`src/rtl/bsg_mem_1rw_sync_mask_write_bit_init.sv`:
```
// bsg_mem_1rw_sync_mask_write_bit_init
//
// Single-port synchronous RAM with a per-bit write mask. It has a built-in sweep
// engine that writes init_val_p to every entry after reset, or when clear_i is
// seen while the block is idle.
//
// Ports:
//   clk_i        clock; all state updates on the rising edge
//   reset_i      synchronous, active-high reset (array contents untouched)
//   v_i/ready_o  access handshake; an access is accepted on v_i & ready_o
//   w_i          1 = write, 0 = read
//   addr_i       entry address (ignored when els_p == 1)
//   data_i       write data
//   w_mask_i     per-bit write enable, 1 = bit written
//   clear_i      request a full re-initialization sweep (honoured when ready)
//   data_o       read data, one cycle after the read is accepted
//   v_o          data_o carries the read accepted in the previous cycle
//   init_busy_o  a sweep is in progress

`ifndef BSG_SAFE_CLOG2
`define BSG_SAFE_CLOG2(x) (((x) <= 1) ? 1 : $clog2(x))
`endif

module bsg_mem_1rw_sync_mask_write_bit_init #(
    // width_p and els_p are expected to be set by every instantiation.
    parameter int                 width_p           = 8,
    parameter int                 els_p             = 4,
    parameter logic [width_p-1:0] init_val_p        = '0,
    parameter bit                 init_on_reset_p   = 1'b1,
    parameter bit                 latch_last_read_p = 1'b1,
    parameter int                 addr_width_lp     = `BSG_SAFE_CLOG2(els_p)
) (
    input  logic                     clk_i,
    input  logic                     reset_i,
    input  logic                     v_i,
    output logic                     ready_o,
    input  logic                     w_i,
    input  logic [addr_width_lp-1:0] addr_i,
    input  logic [width_p-1:0]       data_i,
    input  logic [width_p-1:0]       w_mask_i,
    input  logic                     clear_i,
    output logic [width_p-1:0]       data_o,
    output logic                     v_o,
    output logic                     init_busy_o
);

    localparam bit Degenerate = (width_p == 0) || (els_p == 0);
    localparam int MemEls     = (els_p > 0) ? els_p : 1;
    localparam int MemWidth   = (width_p > 0) ? width_p : 1;
    localparam logic [addr_width_lp-1:0] LastAddr =
        addr_width_lp'((els_p > 0) ? els_p - 1 : 0);

    typedef enum logic [1:0] {
        StReset,
        StInit,
        StReady
    } state_e;

    // A degenerate array has a zero-length sweep, so it goes straight to ready.
    localparam state_e PostResetState =
        (init_on_reset_p && !Degenerate) ? StInit : StReady;

    state_e                   state_q, state_d;
    logic [addr_width_lp-1:0] cnt_q, cnt_d;

    // The reset edge loads the post-reset state directly, so the first cycle
    // with reset_i low already runs the sweep (or is ready). The reset state
    // itself is visible only while reset_i is high.
    always_ff @(posedge clk_i) begin
        if (reset_i) begin
            state_q <= PostResetState;
            cnt_q   <= '0;
        end else begin
            state_q <= state_d;
            cnt_q   <= cnt_d;
        end
    end

    always_comb begin
        state_d = state_q;
        cnt_d   = cnt_q;
        unique case (state_q)
            StInit: begin
                // Saturate at the last entry rather than wrap.
                if (cnt_q == LastAddr) begin
                    state_d = StReady;
                end else begin
                    cnt_d = cnt_q + 1'b1;
                end
            end
            StReady: begin
                if (clear_i) begin
                    state_d = Degenerate ? StReady : StInit;
                    cnt_d   = '0;
                end
            end
            default: begin
                state_d = PostResetState;
                cnt_d   = '0;
            end
        endcase
    end

    // Gating by reset_i keeps the handshake quiet for the whole reset window,
    // including the first reset cycle before any edge has been seen.
    assign ready_o     = ~reset_i & (state_q == StReady);
    assign init_busy_o = ~reset_i & (state_q == StInit);

    logic                     acc;
    logic                     init_we;
    logic [addr_width_lp-1:0] acc_addr;
    logic                     addr_ok;
    logic                     unused_addr;

    assign acc         = v_i & ready_o;
    assign init_we     = ~reset_i & (state_q == StInit);
    assign acc_addr    = (els_p == 1) ? '0 : addr_i;
    assign addr_ok     = (32'(acc_addr) < 32'(els_p));
    assign unused_addr = ^addr_i;

    if (Degenerate) begin : g_degenerate
        assign data_o = '0;
        assign v_o    = 1'b0;
    end else begin : g_array
        logic [MemWidth-1:0] mem_q [MemEls];
        logic [MemWidth-1:0] rdata_q;
        logic                v_q;
        logic                wr_en;
        logic                rd_en;

        assign wr_en = acc & w_i & addr_ok;
        assign rd_en = acc & ~w_i;

        always_ff @(posedge clk_i) begin
            if (init_we) begin
                mem_q[cnt_q] <= init_val_p;
            end else if (wr_en) begin
                mem_q[acc_addr] <= (mem_q[acc_addr] & ~w_mask_i) | (data_i & w_mask_i);
            end
        end

        always_ff @(posedge clk_i) begin
            if (reset_i) begin
                v_q <= 1'b0;
            end else begin
                v_q <= rd_en;
            end
        end

        if (latch_last_read_p) begin : g_latch
            always_ff @(posedge clk_i) begin
                if (reset_i) begin
                    rdata_q <= '0;
                end else if (rd_en) begin
                    rdata_q <= addr_ok ? mem_q[acc_addr] : '0;
                end
            end
        end else begin : g_no_latch
            always_ff @(posedge clk_i) begin
                if (rd_en) begin
                    rdata_q <= addr_ok ? mem_q[acc_addr] : '0;
                end
            end
        end

        assign data_o = rdata_q;
        assign v_o    = ~reset_i & v_q;
    end

endmodule

```
`config.mk`:
```
export PLATFORM = sky130hd
export DESIGN_NAME = bsg_mem_1rw_sync_mask_write_bit_init
export DESIGN_NICKNAME = d
export VERILOG_FILES = /design/src/rtl/bsg_mem_1rw_sync_mask_write_bit_init.sv
export SDC_FILE = /design/constraint.sdc
export NUM_CORES = 1
export LEC_CHECK = 0
export CAP_MARGIN = 20
export CORE_MARGIN = 2
export CORE_UTILIZATION = 46
export DETAILED_ROUTE_END_ITERATION = 12
export PLACE_DENSITY_LB_ADDON = 0.05
export RECOVER_POWER = 25
export SYNTH_ARGS = -nofsm -noshare
export SYNTH_HDL_FRONTEND = slang
export SYNTH_SLANG_ARGS = --single-unit
```
`constraint.sdc`:
```
create_clock -name clk_i -period 2.26 [get_ports clk_i]
set_clock_uncertainty 0.1 [all_clocks]
set_input_delay 0.678 -clock clk_i [delete_from_list [all_inputs] [get_ports clk_i]]
set_output_delay 0.678 -clock clk_i [all_outputs]
set_load 0.1 [all_outputs]
```
[After elaboration in Yosys (flattened, before gate mapping)]
Memories as Yosys holds them, arrays and structs flattened.
Cells that the tools add are included.
Word-level totals
  memories kept: 1
  output and inout bits: 11
  logic and storage cells: 41
  memory bits (writable): 32
  register bits after elaboration: 13
  bits of input ports: 23
Operators by class
  $add $sub $neg: 1
  muxes and demuxes: 14
  bitwise logic cells: 12
  eq/ne operators: 6
  reductions and logical operators: 3
Memories
  g_array.mem_q: words 4, width 8, rd ports 1, clocked after Yosys merged registers in 0, wr ports 1, line 125  | logic [MemWidth-1:0] mem_q [MemEls];
Operator list (number)
  bitwise AND 8 bit: 2
  two-way mux 2 bit: 5
  two-way mux 8 bit: 1
  NOT 8 bit: 1
  OR 8 bit: 1
  case mux 2 bit (2 select lines): 2
  OR reduction 8 bit: 1
  bitwise AND 1 bit: 6
  two-way mux 1 bit: 6
  inequality test 2 bit, second input constant: 3
  == test 2 bit, second input constant: 2
  AND reduction 2 bit: 2
  adder 2 x 1 -> 2 bit, second input constant: 1
  == test 2 x 1 -> 1 bit, second input constant: 1
  NOT 1 bit: 2

[Depth between registers and ports, before layout]
  depth after elaboration: 9
  mapped depth: 4

[Least setup slack after synthesis]
Ideal clock, no wire load.
  path kind: input -> register
  from: in reset_i
  to: mem g_array.mem_q[1][0] (netlist name) (enable)
  library setup time: 0.388 ns
  stages on the path: 3
  arrival: 3.035 ns
  slack: -1.263 ns
  path buffers: 0
  cell sequence: nor3b_2 a21oi_1 o32ai_1
Between the ends
  longest elaborated chain between the ends: 9
  elaborated cells on any way between the ends: 13
  those cells by class: mux (7); bitwise (5); reduce/logical (1)
RTL lines
  start, declared: line 34  | input logic reset_i,
  NOT 1 bit *: line 106, 116
  bitwise AND 1 bit: line 106  | assign ready_o = ~reset_i & (state_q == StReady);
  bitwise AND 1 bit: line 115  | assign acc = v_i & ready_o;
  bitwise AND 1 bit: line 131  | assign wr_en = acc & w_i & addr_ok;
  two-way mux 1 bit: line 137  | end else if (wr_en) begin
  two-way mux 1 bit: line 135  | if (init_we) begin
  two-way mux 1 bit (not written as such): line 138  | mem_q[acc_addr] <= (mem_q[acc_addr] & ~w_mask_i) | (data_i & w_mask_i);
  OR reduction 8 bit (no source line)
  two-way mux 2 bit (no source line) / two-way mux 1 bit (equally long branches)
  end, declared: line 125
Mark *: on every way between the ends. The rest lies on a longest branch, timed or not.

[Worst setup path after layout]
  from: in addr_i[0]
  to: mem g_array.mem_q[3][4] (netlist name), data pin
Between the ends
  longest elaborated chain between the ends: 4
RTL lines
  start, declared: line 38  | input logic [addr_width_lp-1:0] addr_i,
  memory read (4 x 8 bit)
  bitwise AND 8 bit: line 138
  OR 8 bit: line 138
  two-way mux 8 bit (no source line)
No other way between the ends.

==> results.py <==
metrics = {
    "placed_design": {
        "globalplace.congestion": 0.764,
        "post-dp-hpwl_um": 2840,
        "dpl_cell_area_um2": 2560,
        "dp_cells": 206,
        "portBuffers": 33,
    },
    "sta": {
        "slew_headroom_pct": 63.8,
        "maxSlewViolCount": 0,
        "finalHoldViolCount": 0,
        "setup_violations": 0,
        "fin_crit_sh_pct": 97.8,
        "setup_tns_ns": 0,
        "rsz0062_at_grt": "no",
        "tightest_slew_ns": 0.541,
        "period_needed_ns": 2.21,
        "fmax_mhz": 452,
    },
    "grt": {
        "grt_first_pass_wirelength_um": 6470,
        "antenna_found_initial": 0,
        "grt_max_degree": 15,
        "grt_pass1_vias": 1291,
        "grt_overflow": 0,
        "gr-usage-all-layers_pct": 20.4,
    },
    "clock_network": {
        "cts_buffers": 5,
        "cts_tree": "built",
        "cts_root_buffer": "clkbuf_8",
        "htreeDepth": 2,
        "hold_buffers": 0,
        "worstSkewPairLatency_ns": 0.29,
        "clk_pin_slew_ns": 0.08,
        "clockBufferDepth": 2,
        "clock_sinks": 45,
    },
    "logic_synthesis": {
        "async_flop_share_pct": 0,
        "synth_top_area_share_pct": 52.3,
        "yosys.area.top_type": "edfxtp_1",
        "ys_seq_area_share_pct": 66.5,
        "ys.warnings.count": 0,
        "synth-main-ff-cell": "edfxtp_1",
        "avgSynthCellArea_um2": 16.4,
        "yosys.cell_types.count": 27,
        "synthTopCellsByArea": "edfxtp_1 52%, dfxtp_1 14%, mux4_2 9.8%",
        "yosys-top-cells-count": "32 x edfxtp_1, 13 x dfxtp_1, 9 x mux2i_1",
        "synth_edf_count": 32,
        "synth_cells": 112,
        "synthesis.nets": 136,
        "yosysMostFrequentCell": "edfxtp_1",
        "synth_area_um2": 1840,
        "synth-seq-cells": 45,
    },
    "drt": {
        "wl_um": 3870,
        "final_antenna_net_count": 0,
        "drc": 0,
        "viasPerCell": 5.47,
        "dr.pass1.iters": 4,
        "detail_route.wl_per_cell_um": 17.8,
        "vias": 1186,
        "drt-initial-drc-count": 65,
    },
    "pwr": {
        "total_power_mw": 2.03,
        "ir_drop_v": 0.000613,
        "power_density_nw_per_um2": 802,
        "leakage_nw": 0.944,
    },
    "final_layout": {
        "postLayoutCellArea_um2": 2530,
        "multi_input_area_um2": 621,
        "antenna_cells": 0,
        "area_growth_pct": 37.9,
        "nets": 192,
        "fillers": 284,
        "drive_gt1_share_pct": 32.0,
        "fin_cells": 217,
        "seq_area_um2": 1220,
    },
    "floorplanning": {
        "ios": 34,
        "fp.dieW_um": 67.2,
        "core_region_area_um2": 3740,
        "placementRows": 22,
        "start_util_pct": 49.1,
        "die_h_um": 67.2,
        "die_area_um2": 4510,
    },
    "worst_setup_path": {
        "criticalPathCategory": "primary input to register",
        "critPathCaptureType": "register",
        "cp_num_buf_inv": 2,
        "path_max_fanout": 10,
        "cp_cell_sequence": "clkdlybuf4s50_1 -> buf_12 -> mux4_2 -> mux2i_1 -> nor2_1",
        "crit_slowest_cell": "mux4_2",
        "timing.critical_path.arrival_ns": 2.14,
        "path_delay_family": "multiplexers",
        "worst_setup_path_start_kind": "primary input",
        "critPathRequiredTime_ns": 2.19,
        "slowest_delay_ns": 0.52,
    },
    "run_status": {
        "outcome": "completed",
    },
    "min_path": {
        "worstHoldPathType": "register to register",
    },
    "run": {
        "cap_violations": 0,
    },
}
==> layer usage <==
| layer | global-route usage [%] | wire length, µm | vias up |
|---|---|---|---|
| met5 | 0 | 0 | - |
| met1 | 25.1 | 1600 | 592 |
| li1 | - | - | 562 |
| met2 | 35.1 | 2050 | 28 |
| met3 | 4.33 | 184 | 4 |
| met4 | 7.91 | 28 | 0 |
==> path summary, 6_finish.rpt <==
kind	startpoint	endpoint	slack [ns]	cells after the start
setup / recovery	addr_i[0]	g_array.mem_q[3][4]	0.05	5
hold / removal	data_o[0]	data_o[0]	0.37	1
setup reg to reg	state_q[1]	g_array.mem_q[0][6]	0.24	6
hold reg to reg	data_o[0]	data_o[0]	0.37	1
==> final cells by class <==
cell class | count | area share [%]
inverters | 3 | 0.444
well taps | 48 | 2.37
repair buffers | 53 | 20.1
flip-flops and latches | 45 | 48.2
multi-input cells | 60 | 24.5
clock inverters | 2 | 1.53
clock buffers | 6 | 2.86
==> metrics by stage <==
step | setup slack [ns] | hold slack (ns) | util [%]
floorplan | -0.427 | 0.463 | -
global placement | -0.364 | 0.415 | 68.5
detailed placement | -0.408 | 0.423 | 68.5
CTS | 0.000131 | 0.443 | 72.1
global route | 0.00420 | 0.397 | 67.7
finish | 0.0495 | 0.374 | 67.7
==> sequential cells by signal, summed over array words and instances (netlist names) <==
signal / cells
g_array.mem_q: 32
data_o: 8
cnt_q: 2
state_q: 2
g_array.v_q: 1
==> cell families (layout without fill, tap and decap cells) <==
family / Yosys count / in the layout / synth area share (%)
and+or+nand+nor: 26 / 26 / 8.24
buffers and inverters: 7 / 64 / 2.04
adders and majority gates: 1 / 1 / 0.681
AOI/OAI and AO/OA: 16 / 16 / 7.83
muxes: 17 / 17 / 14.7
DFF: 45 / 45 / 66.5
==> timing repair <==
action | CTS | global route
endpoints found under the hold margin | 0 | 0
setup endpoints to repair | 35 | 2
resized for setup | 3 | 2
setup buffers | 3 | 0
pin swaps | 1 | 1
gates cloned | 0 | 0
==> power by group <==
part	switching (mW)	internal (mW)	total (mW)
sequential	0.0547	0.992	1.05
combinational	0.182	0.210	0.393
clock	0.262	0.332	0.594
==> cell usage in the layout (no fill, tap or decap), drive strengths merged, types with 3 or more instances in the layout <==
cell,count
mux2i,9
edfxtp,32
dfxtp,13
nor2,8
nand2,5
nor2b,3
a32o,8
inv,3
buf,21
clkdlybuf4s50,20
mux4,8
clkbuf,17
Note: power is estimated with default switching activity, not from simulation.
